<file path="src/rtl/alu_result_stage.sv">
// -----------------------------------------------------------------------------
// alu_result_stage
//
// Registered result / condition-code stage that sits after the addr1r2r3 adder.
// Each adder result (sum + NZCV + destination + set-flags bit) is captured into
// a small in-order FIFO and handed to register-file writeback over valid/ready.
// The architectural condition-code register only changes when a flag-setting
// entry retires (is popped by writeback).
//
// Ports
//   clk, reset            single clock, synchronous active-high reset
//   in_valid / in_ready   upstream handshake; in_ready depends only on occupancy
//   in_r1, in_n..in_v     adder sum and flags, stored verbatim
//   in_rd, in_setf        destination index, flag-update enable for this entry
//   wb_valid / wb_ready   writeback handshake for the head entry
//   wb_data, wb_rd        head entry fields (last popped values when empty)
//   flags                 condition-code register {N,Z,C,V}
//   count                 FIFO occupancy 0..DEPTH
//   retired               retire counter, wraps modulo 2^16
// -----------------------------------------------------------------------------
module alu_result_stage #(
   parameter int WIDTH = 32,
   parameter int REGW  = 5,
   parameter int DEPTH = 2      // 2 or 4
) (
   input  logic             clk,
   input  logic             reset,
   input  logic             in_valid,
   output logic             in_ready,
   input  logic [WIDTH-1:0] in_r1,
   input  logic             in_n,
   input  logic             in_z,
   input  logic             in_c,
   input  logic             in_v,
   input  logic [REGW-1:0]  in_rd,
   input  logic             in_setf,
   output logic             wb_valid,
   input  logic             wb_ready,
   output logic [WIDTH-1:0] wb_data,
   output logic [REGW-1:0]  wb_rd,
   output logic [3:0]       flags,
   output logic [2:0]       count,
   output logic [15:0]      retired
);

   localparam int PW = (DEPTH > 2) ? 2 : 1;
   localparam logic [2:0] DEPTH_C = 3'(DEPTH);

   typedef logic [PW-1:0] ptr_t;

   typedef struct packed {
      logic [WIDTH-1:0] r1;
      logic [3:0]       f;     // {N,Z,C,V}
      logic [REGW-1:0]  rd;
      logic             setf;
   } entry_t;

   entry_t           mem_q [DEPTH];
   ptr_t             head_q, tail_q;
   logic [2:0]       count_q, count_d;
   logic [3:0]       flags_q;
   logic [15:0]      retired_q;
   logic [WIDTH-1:0] last_data_q;
   logic [REGW-1:0]  last_rd_q;

   logic   push, pop;
   entry_t in_ent, head_ent;

   // in_ready looks only at registered occupancy: a full FIFO refuses a push
   // even when writeback drains it in the same cycle, so no ready->ready path.
   assign in_ready = (count_q < DEPTH_C);
   assign wb_valid = (count_q != 3'd0);
   assign push     = in_valid && in_ready;
   assign pop      = wb_valid && wb_ready;

   assign in_ent   = '{r1: in_r1, f: {in_n, in_z, in_c, in_v}, rd: in_rd, setf: in_setf};
   assign head_ent = mem_q[head_q];

   // When empty, writeback outputs keep showing the last retired entry.
   assign wb_data  = wb_valid ? head_ent.r1 : last_data_q;
   assign wb_rd    = wb_valid ? head_ent.rd : last_rd_q;
   assign flags    = flags_q;
   assign count    = count_q;
   assign retired  = retired_q;

   always_comb begin
      count_d = count_q;
      case ({push, pop})
         2'b10:   count_d = count_q + 3'd1;
         2'b01:   count_d = count_q - 3'd1;
         default: count_d = count_q;   // idle, or push+pop cancel out
      endcase
   end

   always_ff @(posedge clk) begin
      if (reset) begin
         head_q      <= '0;
         tail_q      <= '0;
         count_q     <= '0;
         flags_q     <= '0;
         retired_q   <= '0;
         last_data_q <= '0;
         last_rd_q   <= '0;
      end else begin
         count_q <= count_d;
         if (push) begin
            mem_q[tail_q] <= in_ent;
            tail_q        <= tail_q + ptr_t'(1);
         end
         if (pop) begin
            head_q      <= head_q + ptr_t'(1);
            last_data_q <= head_ent.r1;
            last_rd_q   <= head_ent.rd;
            retired_q   <= retired_q + 16'd1;
            if (head_ent.setf)
               flags_q <= head_ent.f;
         end
      end
   end

endmodule

</file>
<file path="config.mk">
export PLATFORM = sky130hd
export DESIGN_NAME = alu_result_stage
export DESIGN_NICKNAME = d
export VERILOG_FILES = /design/src/rtl/alu_result_stage.sv
export SDC_FILE = /design/constraint.sdc
export NUM_CORES = 1
export LEC_CHECK = 0
export CORE_UTILIZATION = 52
export DETAILED_ROUTE_END_ITERATION = 7
export GPL_TIMING_DRIVEN = 0
export PLACE_DENSITY = 0.78
export SLEW_MARGIN = 40
export SYNTH_ARGS = -nofsm -noshare
export SYNTH_HDL_FRONTEND = slang
export SYNTH_SLANG_ARGS = --single-unit
export TNS_END_PERCENT = 20
</file>
<file path="constraint.sdc">
create_clock -name clk -period 5.9 [get_ports clk]
set_input_delay 1.18 -clock clk [delete_from_list [all_inputs] [get_ports clk]]
set_output_delay 1.18 -clock clk [all_outputs]
set_load 0.005 [all_outputs]
</file>
==> results of run 1 <==
[routing by layer]
layer  wire length [um]  GRT usage [%]
met2               6070           38.6
met5                  0              0
met1               5230           28.0
met4                148           8.43
met3                630           6.19
[Yosys cell counts (6+ instances only)]
| cell type | n |
|---|---|
| a211oi_1 | 41 |
| a21oi_1 | 49 |
| buf_2 | 10 |
| clkbuf_1 | 13 |
| dfxtp_1 | 63 |
| edfxtp_1 | 84 |
| mux2i_1 | 42 |
| nand2_1 | 8 |
| nor2_1 | 92 |
| o21ai_0 | 6 |
| xor2_1 | 8 |
[area by class of cell]
type,count,area [um2]
sequential,147,3780
buffer,29,141
clock buffer,17,414
multi-input combinational,281,1730
inverter,5,18.8
timing repair buffer,119,1160
fill,741,2790
clock inverter,15,251
tap,136,170
[worst max-delay path, delay by kind of cell, from the launching register on]
kind            cells  cell delay, ns
buf+inv             4            1.60
flops               1            0.41
compound gates      1            0.13
simple gates        2            0.23
[cell families (layout without fill, tap and decap cells)]
group                      after synthesis  after routing  synth area share, %
DFF                                    147            147                 66.8
and+or+nand+nor                        125            125                 9.69
AOI/OAI and AO/OA                      101            101                 11.0
muxes                                   42             42                 7.42
buffers and inverters                   34            185                 2.83
xor gates and xnor gates                10             10                 1.55
adders and majority gates                3              3                0.795
[stage by stage]
stage | setup slack (ns) | TNS (ns)
after floorplan | 0.966 | 0
after global placement | -1.31 | -95.23
after detailed placement | 2.15 | 0
after CTS | 1.82 | 0
after global routing | 1.65 | 0
final | 1.82 | 0
[worst min path at each step]
stage,end,cells past startpoint
finish,retired[15],2
global route,retired[15],2
CTS,retired[15],2
detailed placement,retired[15],2
global placement,retired[15],2
floorplan,retired[15],2
[state kept, by name (all words and copies together), names as in the netlist, named ones only]
| signal | count |
|---|---|
| last_rd_q | 5 |
| mem_q | 84 |
| tail_q | 1 |
| last_data_q | 32 |
| flags | 4 |
| count | 3 |
| head_q | 1 |
| retired | 16 |
[report_power, final]
group	leakage, nW	switching (mW)	internal [mW]
Clock	0.317	0.419	0.776
Sequential	1.28	0.0844	1.28
Combinational	1.04	0.812	0.813
Total	2.64	1.31	2.87
[cells in the final DEF (no fill, tap or decap), types with 6 or more instances in the layout]
cell             Yosys  routed
mux2i_1             42      42
a211oi_1            41      41
clkbuf_1            13      13
o21ai_0              6       6
edfxtp_1            84      84
buf_4                0       7
bufinv_16            0       6
clkbuf_16            0      16
a21oi_1             49      49
nand2_1              8       8
buf_2               10      14
nor2_1              92      92
clkdlybuf4s50_1      0     106
dfxtp_1             63      63
xor2_1               8       8
==> results.ini, run 1 <==
[status]
outcome=finished, final reports clean

[setup_path]
critical_path.startpoint=count[0]
worstSetupEndpointType=output pin
ff2ff_setup_slack_ns=3.32
cp_data_arrival_time_ns=2.90
cp_max_fo=10
timing.rr.end=count[2]
worst_setup_path_start_kind=flip-flop
slowest_delay_ns=0.55
endpoint=wb_rd[3]
crit_type=flip-flop to output pin
crit_path_top_delay_cell=clkdlybuf4s50_1
reg2reg_from=count[0]
path_cells=inv_1, nand2_1, clkbuf_1, buf_1, nor2_1, a21oi_1, clkdlybuf4s50_1
worstPathRequired_ns=4.72
rr_worst_depth=10

[synth]
ys_warn_count=0
synth_seq_cells=147
syn-num-nets=511
async_reset_ff_share_pct=0
ys.flop_type=edfxtp_1
ys_top_cells_by_area=edfxtp_1 45%, dfxtp_1 22%, mux2i_1 7.4%
synth_cells=462
ys_types=29
synth_edf_count=84
synth_top_area_share_pct=44.5
syn_area_um2=5670
avgSynthCellArea_um2=12.3
seq_area_frac_synth_pct=66.8
yosysTopAreaCell=edfxtp_1

[global_route]
grt_overflow=0
antenna_found_initial=0
grt_pass1_vias=4145
grt_start_max_net_pins=17
grt_pass1_wl_um=19500
track_usage_pct=22.9

[drt]
drt_first_pass_iters=5
vias=4038
wirelength_um=12100
first_iter_violations=203
drc=0
vias_per_cell=5.39
ant_nets=0
wire_per_inst_um=16.1

[sta]
post-route-min-period_ns=4.08
min_period_over_period_pct=69.2
finalHoldViolCount=0
finalMaxSlewViolations=0
worst_pin_slew_ns=0.590
setup_viol=0
whs_ns=0.474
fin_skew_ns=0.00731
fmax_ghz=0.245
rsz0062_at_grt=no
slew-limit-headroom_pct=60.5

[layout]
instances_no_fill=749
drive_above_1_share_pct=10.1
final_core_util_pct=73.3
fin_nets=649
antennaDiodeCount=0
syn_to_final_growth_pct=35.3
final_area_um2=7670

[cts]
htreeDepth=4
cts_tree=yes
clockBufferDepth=2
post_cts_buffers=0
cts_root_buffer=clkbuf_8
cts.reportedPaths.clkPinSlew_ns=0.06
clock_latency_ns=0.53
cts_resized=0
cts_sinks=147
hold_buffers=0
cts_buffers=17

[floorplan]
ios=108
rows=37
die_h_um=106
initial_utilization_pct=54.2
die_w_um=106
core_um2=10500
die_area_um2=11300

[power]
max-vdd-ir-drop_v=0.000283
powerDensity_nw_per_um2=545
power_mw=4.18
p_leak_nw=2.64

[placement]
placed_cells=717
placed_area_um2=7000
gp_congestion=0.736
hpwlAfterDp_um=8590
port_buffers=106

[worst_hold_path]
worstHoldPathType=flip-flop to flip-flop
min_from=retired[15]

[flow_run]
drv_cap=0

Note: power is estimated with default switching activity, not from simulation.
==> inputs of run 2 (changes only) <==
==> constraint.sdc (replaced) <==
create_clock -name clk -period 4.05 [get_ports clk]
set_input_delay 0.81 -clock clk [delete_from_list [all_inputs] [get_ports clk]]
set_output_delay 0.81 -clock clk [all_outputs]
set_load 0.005 [all_outputs]
==> results.ini, run 2 (synthesis results as in run 1) <==
[worst_hold_path]
worstHoldPathType=flip-flop to flip-flop
min_from=retired[15]

[flow_run]
drv_cap=0

[status]
outcome=finished, final reports clean

[layout]
layout_common_cells=106 x clkdlybuf4s50_1, 92 x nor2_1, 84 x edfxtp_1
largest_register_ffs=84
largest-register=mem_q
drive_above_1_share_pct=9.34
final_core_util_pct=72.4
antennaDiodeCount=0
layout_commonest_cell=clkdlybuf4s50_1
syn_to_final_growth_pct=33.7
fin_nets=647
final_area_um2=7580

[placement]
gp_congestion=0.825
port_buffers=106
hpwlAfterDp_um=8720
placed_area_um2=7010

[drt]
drt_first_pass_iters=5
ant_nets=0
vias_per_cell=5.53
drc=0
wirelength_um=12600
vias=4122
wire_per_inst_um=16.9
first_iter_violations=186

[setup_path]
cp_max_fo=10
worst_setup_path_start_kind=flip-flop
worstSetupEndpointType=output pin
crit_type=flip-flop to output pin
reg2reg_from=count[0]
critical_path.startpoint=count[0]
worstPathRequired_ns=3.24
cp_data_arrival_time_ns=2.92

[sta]
finalHoldViolCount=0
min_period_over_period_pct=92.1
finalMaxSlewViolations=0
setup_viol=0
post-route-min-period_ns=3.73
slew-limit-headroom_pct=55.2
fin_skew_ns=0.00595
worst_pin_slew_ns=0.668
whs_ns=0.487
rsz0062_at_grt=no
finalSetupTns_ns=0
fmax_ghz=0.268

[power]
powerDensity_nw_per_um2=777
p_int_mw=3.97
switchingPower_mw=1.91
seqPwrFrac_pct=33.8
p_sw_share_pct=32.5
p_leak_nw=2.60
clkPwrFrac_pct=25.3
max-vdd-ir-drop_v=0.000410
p_comb_share_pct=40.9

[cts]
cts_tree=yes
cts_resized=0
cts.reportedPaths.clkPinSlew_ns=0.06
post_cts_buffers=0
cts_sinks=147
cts_buffers=17
clock_latency_ns=0.53
cts_root_buffer=clkbuf_8
htreeDepth=4
clockBufferDepth=2
hold_buffers=0

[floorplan]
core_um2=10500
ios=108
initial_utilization_pct=54.2
die_w_um=106
rows=37
die_area_um2=11300
die_h_um=106

[global_route]
antenna_found_initial=0
grt_pass1_wl_um=20500
grt_pass1_vias=4207
track_usage_pct=24.0
grt_overflow=0
grt_start_max_net_pins=17

-- run 2: changes by cell type in the layout (fill, tap and decap cells not counted), moves of 3 or more --
cell	change
buf_2	-3
bufinv_16	-4
clkinv_2	+4
inv_6	-3
-- run 2: final cells by class --
cell class | count | area, um2
flip-flops and latches | 147 | 3780
fillers | 747 | 2890
multi-input cells | 281 | 1740
repair buffers | 117 | 1160
clock buffers | 21 | 460
well taps | 136 | 170
plain buffers | 29 | 141
clock inverters | 10 | 108
inverters | 5 | 18.8
-- run 2: critical path: stages, from the launching register on --
cell	delay [ns]
dfxtp_1	0.41
inv_1	0.11
nand2_1	0.14
clkbuf_1	0.46
buf_1	0.48
nor2_1	0.07
a21oi_1	0.17
clkdlybuf4s50_1	0.56
-- run 2: final timing paths --
kind,to,slack (ns),cells after the start
setup / recovery,wb_rd[3],0.32,7
hold / removal,retired[15],0.49,2
setup reg to reg,count[2],1.34,10
hold reg to reg,retired[15],0.49,2
-- run 2: layer usage --
metal | GRT usage (%) | part of all wire (%)
met5 | 0 | 0
met3 | 6.56 | 5.8
met2 | 41.2 | 51
met4 | 8.83 | 1.8
met1 | 28.8 | 42
-- run 2: power by group through the flow --
stage               logic (mW)  registers [mW]  clock network, mW
floorplan                 1.17            1.99                  0
global placement          2.30            2.01                  0
detailed placement        2.38            2.01                  0
CTS                       2.43            1.99               1.51
global route              2.63            2.02               1.58
finish                    2.41            1.99               1.49
-- run 2: through the flow --
step / worst slack (ns) / cells / power (mW)
after floorplan: -0.452 / 462 / 3.16
after global placement: -2.45 / 704 / 4.31
after detailed placement: 0.534 / 715 / 4.40
after CTS: 0.273 / 746 / 5.93
after global routing: 0.151 / 746 / 6.22
final: 0.322 / 746 / 5.88
==> inputs of run 3 (changes only) <==
--- a/config.mk
+++ b/config.mk
@@ -5,11 +5,13 @@
 export SDC_FILE = /design/constraint.sdc
 export NUM_CORES = 1
 export LEC_CHECK = 0
+export CORE_MARGIN = 2
 export CORE_UTILIZATION = 52
 export DETAILED_ROUTE_END_ITERATION = 7
 export GPL_TIMING_DRIVEN = 0
 export PLACE_DENSITY = 0.78
-export SLEW_MARGIN = 40
+export REMOVE_ABC_BUFFERS = 1
+export SLEW_MARGIN = 15
 export SYNTH_ARGS = -nofsm -noshare
 export SYNTH_HDL_FRONTEND = slang
 export SYNTH_SLANG_ARGS = --single-unit
==> results.ini, run 3 (synthesis results as in run 1) <==
[power]
powerDensity_nw_per_um2=792
power_mw=5.96
p_leak_nw=2.55
max-vdd-ir-drop_v=0.000467

[cts]
cts_buffers=17
cts_root_buffer=clkbuf_8
hold_buffers=0
cts_resized=0
htreeDepth=4
clockBufferDepth=2
cts_sinks=147
cts_tree=yes
clock_latency_ns=0.52
post_cts_buffers=0
cts.reportedPaths.clkPinSlew_ns=0.06

[drt]
ant_nets=0
wire_per_inst_um=16.3
first_iter_violations=220
drt_first_pass_iters=4
drc=0
wirelength_um=11800
vias_per_cell=5.52
vias=3983

[sta]
slew-limit-headroom_pct=44.2
fmax_ghz=0.296
min_period_over_period_pct=83.5
whs_ns=0.488
finalHoldViolCount=0
fin_skew_ns=0.00582
finalSetupTns_ns=0
post-route-min-period_ns=3.38
setup_viol=0
finalMaxSlewViolations=0
rsz0062_at_grt=no
layout_setup_ws_ns=0.669
worst_pin_slew_ns=0.838

[layout]
largest-register=mem_q
largest_register_ffs=84
syn_to_final_growth_pct=32.9
layout_common_cells=106 x clkdlybuf4s50_1, 92 x nor2_1, 84 x edfxtp_1
final_area_um2=7530
fin_nets=618
antennaDiodeCount=0
layout_commonest_cell=clkdlybuf4s50_1
drive_above_1_share_pct=8.25
fillers=764

[global_route]
antenna_found_initial=0
grt_overflow=0
grt_start_max_net_pins=86
track_usage_pct=21.0
grt_pass1_wl_um=18700
grt_pass1_vias=3898

[placement]
pre_cts_slack_ns=0.521
gp_congestion=0.799
hpwlAfterDp_um=7430
placed_area_um2=6880
port_buffers=107

[setup_path]
cp_data_arrival_time_ns=2.57
path_cells=nor2_1, nand2_4, a21oi_1, clkdlybuf4s50_1
slowest_delay_ns=0.54
worst_setup_path_start_kind=flip-flop
worstSetupEndpointType=output pin
crit_type=flip-flop to output pin
cp_max_fo=75
crit_path_top_delay_cell=clkdlybuf4s50_1
worstPathRequired_ns=3.24

[floorplan]
die_h_um=108
rows=38
die_w_um=108
core_um2=10700
die_area_um2=11700
ios=108
initial_utilization_pct=52.7

[status]
outcome=finished, final reports clean

[worst_hold_path]
worstHoldPathType=flip-flop to flip-flop

[flow_run]
drv_cap=0

[run 3: routing by layer]
metal	global-route usage, %	routed length [um]
met2	35.4	5970
met4	8.61	140
met5	0	0
met1	25.3	5020
met3	6.09	669
[run 3: worst paths after layout]
path | from | to | slack, ns | cells after the start
worst max-delay path | count[2] | wb_data[18] | 0.67 | 4
worst min-delay path | retired[15] | retired[15] | 0.49 | 2
worst max register to register | count[2] | count[2] | 1.35 | 8
worst min register to register | retired[15] | retired[15] | 0.49 | 2
[run 3: layout make-up]
class | instances | area, um2 | area share [%]
inverter | 5 | 21.3 | 0.283
clock inverter | 11 | 206 | 2.74
timing repair buffer | 117 | 1160 | 15.4
sequential | 147 | 3790 | 50.3
tap | 140 | 175 | 2.33
clock buffer | 21 | 439 | 5.83
multi-input combinational | 281 | 1740 | 23.1
[run 3: critical path: cells and delay by family, from the launching register on]
family	cells	cell delay [ns]
AO/OA/AOI/OAI	1	0.37
buffers and inverters	1	0.54
flip-flops	1	0.35
AND/OR/NAND/NOR	2	0.73
[run 3: metrics by stage]
stage,utilization (%),cells
after floorplan,-,433
after global placement,63.0,680
after detailed placement,64.1,690
after CTS,70.1,722
after global routing,70.1,722
final,70.1,722
[run 3: power breakdown]
group	total [mW]	internal [mW]	switching [mW]
Combinational	2.17	1.14	1.03
Sequential	2.08	1.87	0.213
Clock	1.71	1.14	0.574
Total	5.96	4.14	1.82
